==> src/rtl/hamming_pkg.sv <==
// Shared types and width helpers for the Hamming frame accumulator.
package hamming_pkg;

  typedef enum logic [1:0] {
    IDLE = 2'd0,
    ACC  = 2'd1,
    DONE = 2'd2
  } state_e;

  localparam int unsigned MODE_SIM  = 0;
  localparam int unsigned MODE_DIST = 1;

  // Bits needed to hold the per-beat count (0..width).
  function automatic int unsigned beat_width(int unsigned width);
    return $clog2(width + 1);
  endfunction

  // Bits needed for a frame total; exact, so the accumulator cannot wrap.
  function automatic int unsigned count_width(int unsigned width, int unsigned max_words);
    return $clog2(width * max_words + 1);
  endfunction

  function automatic int unsigned words_width(int unsigned max_words);
    return $clog2(max_words + 1);
  endfunction

endpackage

==> src/rtl/hamming_popcount.sv <==
// Combinational per-beat count of agreeing (MODE_SIM) or differing (MODE_DIST) bit positions.
module hamming_popcount import hamming_pkg::*; #(
  parameter int unsigned WIDTH = 8,
  parameter int unsigned MODE  = MODE_SIM,
  localparam int unsigned BW   = beat_width(WIDTH)
) (
  input  logic [WIDTH-1:0] a_i,
  input  logic [WIDTH-1:0] b_i,
  output logic [BW-1:0]    cnt_o
);

  logic [WIDTH-1:0] hit;

  always_comb begin
    hit   = (MODE == MODE_DIST) ? (a_i ^ b_i) : ~(a_i ^ b_i);
    cnt_o = '0;
    for (int i = 0; i < WIDTH; i++) begin
      cnt_o = cnt_o + BW'(hit[i]);
    end
  end

endmodule

==> src/rtl/hamming_frame_acc.sv <==
// Streaming Hamming comparator accumulating per-beat counts over a frame ended by in_last.
// Define HAMMING_THRESH_EN to add the registered thresh_hit output (count >= THRESH).
module hamming_frame_acc import hamming_pkg::*; #(
  parameter int unsigned WIDTH     = 8,
  parameter int unsigned MAX_WORDS = 16,
  parameter int unsigned MODE      = MODE_SIM,
  parameter int unsigned THRESH    = 4,
  localparam int unsigned CW       = count_width(WIDTH, MAX_WORDS),
  localparam int unsigned WW       = words_width(MAX_WORDS),
  localparam int unsigned BW       = beat_width(WIDTH)
) (
  input  logic             clk,
  input  logic             rst_n,
  input  logic             in_valid_i,
  output logic             in_ready_o,
  input  logic             in_last_i,
  input  logic [WIDTH-1:0] a_i,
  input  logic [WIDTH-1:0] b_i,
  output logic             out_valid_o,
  input  logic             out_ready_i,
  output logic [CW-1:0]    count_o,
  output logic [WW-1:0]    words_o,
`ifdef HAMMING_THRESH_EN
  output logic             thresh_hit_o,
`endif
  output logic             ovf_o
);

  state_e        state_q, state_d;
  logic          ready_q;
  logic [BW-1:0] beat_cnt;
  logic          accept, frame_end;

  logic [CW-1:0] acc_q, acc_d, count_q;
  logic [WW-1:0] words_q, words_d, wout_q;
  logic          ovf_acc_q, ovf_acc_d, ovf_q;

  hamming_popcount #(
    .WIDTH (WIDTH),
    .MODE  (MODE)
  ) u_popcount (
    .a_i   (a_i),
    .b_i   (b_i),
    .cnt_o (beat_cnt)
  );

  // ready is a register so it reads 0 while reset is held and 1 from the first edge after.
  always_ff @(posedge clk or negedge rst_n) begin
    if (!rst_n) begin
      state_q <= IDLE;
      ready_q <= 1'b0;
    end else begin
      state_q <= state_d;
      ready_q <= (state_d != DONE);
    end
  end

  always_comb begin
    state_d = state_q;
    unique case (state_q)
      IDLE:    if (accept) state_d = in_last_i ? DONE : ACC;
      ACC:     if (accept && in_last_i) state_d = DONE;
      DONE:    if (out_ready_i) state_d = IDLE;
      default: state_d = IDLE;
    endcase
  end

  always_comb begin
    in_ready_o  = ready_q;
    out_valid_o = (state_q == DONE);
    accept      = in_valid_i && ready_q;
    frame_end   = accept && in_last_i;
  end

  // Beats past MAX_WORDS are absorbed but only flag overflow.
  always_comb begin
    acc_d     = acc_q;
    words_d   = words_q;
    ovf_acc_d = ovf_acc_q;
    if (accept) begin
      if (state_q == IDLE) begin
        acc_d     = CW'(beat_cnt);
        words_d   = WW'(1);
        ovf_acc_d = 1'b0;
      end else if (words_q < WW'(MAX_WORDS)) begin
        acc_d   = acc_q + CW'(beat_cnt);
        words_d = words_q + WW'(1);
      end else begin
        ovf_acc_d = 1'b1;
      end
    end
  end

  always_ff @(posedge clk or negedge rst_n) begin
    if (!rst_n) begin
      acc_q     <= '0;
      words_q   <= '0;
      ovf_acc_q <= 1'b0;
      count_q   <= '0;
      wout_q    <= '0;
      ovf_q     <= 1'b0;
    end else begin
      acc_q     <= acc_d;
      words_q   <= words_d;
      ovf_acc_q <= ovf_acc_d;
      if (frame_end) begin
        count_q <= acc_d;
        wout_q  <= words_d;
        ovf_q   <= ovf_acc_d;
      end
    end
  end

  assign count_o = count_q;
  assign words_o = wout_q;
  assign ovf_o   = ovf_q;

`ifdef HAMMING_THRESH_EN
  logic thresh_q;

  always_ff @(posedge clk or negedge rst_n) begin
    if (!rst_n) begin
      thresh_q <= 1'b0;
    end else if (frame_end) begin
      thresh_q <= (32'(acc_d) >= THRESH);
    end
  end

  assign thresh_hit_o = thresh_q;
`endif

endmodule

==> config.mk <==
export PLATFORM = sky130hd
export DESIGN_NAME = hamming_frame_acc
export DESIGN_NICKNAME = d
export VERILOG_FILES = /design/src/rtl/hamming_pkg.sv /design/src/rtl/hamming_popcount.sv /design/src/rtl/hamming_frame_acc.sv
export SDC_FILE = /design/constraint.sdc
export NUM_CORES = 1
export LEC_CHECK = 0
export CAP_MARGIN = 20
export CORE_MARGIN = 1
export CORE_UTILIZATION = 50
export CTS_BUF_LIST = sky130_fd_sc_hd__clkbuf_16
export CTS_CLUSTER_DIAMETER = 150
export CTS_CLUSTER_SIZE = 10
export DETAILED_ROUTE_END_ITERATION = 7
export GPL_ROUTABILITY_DRIVEN = 0
export PLACE_DENSITY_LB_ADDON = 0.15
export SETUP_SLACK_MARGIN = 0.2
export SLEW_MARGIN = 15
export SYNTH_ARGS = -nofsm -noshare
export SYNTH_HDL_FRONTEND = slang
export SYNTH_SLANG_ARGS = --single-unit
==> constraint.sdc <==
create_clock -name clk -period 2.5 [get_ports clk]
set_input_delay 0.75 -clock clk [delete_from_list [all_inputs] [get_ports clk]]
set_output_delay 0.75 -clock clk [all_outputs]
set_load 0.02 [all_outputs]
==> qor.yml <==
status: "finished, violations left"
violations: "negative setup slack"
cts_root_buffer: "clkbuf_16"
synth-adder-area-share_pct: 12.0
drc: 0
n_antenna_cell: 0
power.density_nw_per_um2: 1280
dp_cells: 268
hold_buffers: 0
die_area_um2: 3790
syn_area_um2: 1770
synth_seq_cells: 31
port_buffers: 36
avgSynthCellArea_um2: 10.0
initial_core_util_pct: 52.7
io_pins: 37
fp.dieH_um: 61.5
rows: 21
area_growth_syn_to_layout_pct: 51.0
track_usage_pct: 24.8
slowest_delay_ps: 520
grt_pass1_wl_um: 6690
yosys.area_share.simple_pct: 18.7
routed-wl-met3_um: 230
antenna_found_initial: 0
muxShareOfSynthArea_pct: 1.84
max_freq_mhz: 241
setup_viol: 16
post-route-worst-setup-slack_ps: -1650
p_clk_share_pct: 19.6
synth_top_family_by_area: "simple AND/OR/NAND/NOR gates"
clock_path_buffers: 2
endpoint_kind: "flop"
hold_ws_ps: 472
fin_crit_ps: 4150
max-cap-violations: 0
final_cell_mix: "31 x dfrtp_1, 27 x clkdlybuf4s50_1, 22 x nand2_1, 15 x buf_4, 12 x nor2_1"
critPathLaunchType: "input port"
tightest_slew_ps: 472
skew_ps: 3.29
syn_nets: 212
syn_inst: 177
via_per_inst: 5.67
dr.pass1.iters: 8
grt_max_degree: 32
layout-drive-gt1-share_pct: 27.1
final_hold_viol_count: 0
final_common_cell: "dfrtp_1"
vias: 1598
met2WireLength_um: 2460
cp.required_ps: 2710
internal_power_uw: 2130
wl_met1_um: 1780
switching_share_pct: 37.9
numCtsBuffers: 5
placed_cell_area_um2: 2300
core_um2: 3360
cts_tree: "yes"
wl_per_cell_um: 16.2
drt_iter0_markers: 55
synth_ff_type: "dfrtp_1"
grt_pass1_vias: 1513
synth_cell_types: 38
clk-insertion-delay-late_ps: 270
crit_type: "input port to flop"
overflow: 0
yosys_warnings: 0
synth-compound-area-share_pct: 13.4
synth_edf_count: 0
ant_nets: 0
nets: 270
pwr-share-comb_pct: 56.7
die_w_um: 61.5
cts.sinks: 31
period_share_pct: 166
crit_path_top_delay_cell: "or4_4"
seq_area_frac_synth_pct: 43.8
n_fill_cell: 220
routed_wl_um: 4580
rsz0062_at_grt: "yes"
hpwlAfterDp_um: 2980
ir_worst_vdd_uv: 750
h-tree-depth: 2
crit_path_cell_trace: "buf_6, xnor2_2, ha_1, inv_2, fa_1, fa_1, inv_2, fa_2, inv_2, fa_2, inv_4, fa_2, a21o_1, a21oi_4, or4_4, nand3_2"
critPathMaxFanout: 8
pwr-share-seq_pct: 23.8
top_layer: "met4"
p_switching_uw: 1300
finalMaxSlewViolations: 0
stdcell_count: 282
clk_pin_slew_ps: 50
hold_path.class: "flop to flop"
p_leak_uw: 0.00123
design_area_um2: 2680
relSlewSlack_pct: 68.1
postSynth.asyncResetShare_pct: 100
synth_xor_area_share_pct: 6.43
crit_arrival_ps: 4360
==> worst max-delay path: cells and delay by family <==
kind                     cells  cell delay, ps
AO/OA/AOI/OAI                2             250
buffers and inverters        5             340
AND/OR/NAND/NOR              2             600
adder cells (fa/ha/maj)      6            2290
XOR/XNOR                     1             130
==> logic make-up after synthesis <==
group | count (synthesis)
AO/OA/AOI/OAI | 38
XOR/XNOR | 13
adder cells (fa/ha/maj) | 14
buffers and inverters | 15
flip-flops | 31
multiplexers | 3
AND/OR/NAND/NOR | 63
==> state kept, by name, indices dropped and copies added (netlist names) <==
| signal | count |
|---|---|
| state_q | 2 |
| words_q | 5 |
| ovf_acc_q | 1 |
| count_o | 8 |
| ovf_o | 1 |
| acc_q | 8 |
| in_ready_o | 1 |
| words_o | 5 |
==> metal layers <==
layer  track usage (%)  vias up
met5                 0        -
met4              8.57        0
met3              6.09       15
met2              44.2       69
met1              28.9      778
li1                  -      736
==> final timing paths <==
kind,start,end,slack [ps],cells past startpoint
min in group asynchronous,rst_n,words_o[4],860,2
worst min-delay path,words_o[2],words_o[2],470,2
worst max-delay path,a_i[0],count_o[6],-1650,16
worst max register to register,acc_q[0],count_o[2],720,8
max in group asynchronous,rst_n,count_o[7],1360,2
worst min register to register,words_o[2],words_o[2],470,2
==> final cells by class <==
class	count	area [um2]	share of cell area (%)
Timing Repair Buffer	57	543	20.3
Clock buffer	5	125	4.68
Tap cell	46	57.6	2.15
Multi-Input combinational cell	131	1100	41.1
Inverter	9	36.3	1.36
Sequential cell	31	776	29.0
Clock inverter	3	38.8	1.45
==> synth_stat cells, types with 2 or more instances <==
cell type  instances  share of area (%)
nor2_1            12                2.5
clkbuf_1           2               0.42
a31oi_1            5                1.8
ha_1               9                6.4
fa_1               5                5.6
and3_1             2               0.71
a21oi_1           10                2.8
or4_1              4                1.7
inv_1              9                1.9
nand2_1           23                4.9
or3_1              4                1.4
buf_2              3               0.85
xnor2_1            7                3.5
dfrtp_1           31                 44
nand3b_1           2               0.85
nand3_1            6                1.7
a21o_1             2               0.85
xor2_1             6                3.0
o211ai_1           5                2.1
mux2_2             2                1.3
o31ai_1            4                1.7
o21ai_0            8                2.3
==> power by group through the flow <==
stage	clock (uW)	sequential (uW)	combinational, uW
final	672	815	1940
after CTS	675	812	1600
after global routing	700	841	2080
after global placement	0	799	1280
after detailed placement	0	808	1340
after floorplan	0	879	750
==> what timing repair did <==
item / CTS / global route
cloned: 0 / 0
pin swaps: 29 / 17
gates resized for setup: 38 / 21
endpoints found under the setup margin: 16 / 18
buffers inserted: 4 / 2
==> stage by stage <==
stage	utilization [%]	power [uW]	setup WS, ps	setup TNS, ps
2_1_floorplan	-	1630	-1510	-21700
3_3_place_gp	68.3	2080	-2040	-30370
3_5_place_dp	68.3	2150	-2160	-32430
4_1_cts	76.6	3090	-1690	-24000
5_1_grt	79.5	3620	-1750	-25070
6_report	79.5	3430	-1650	-23560
Power figures use the tool's default switching activity.
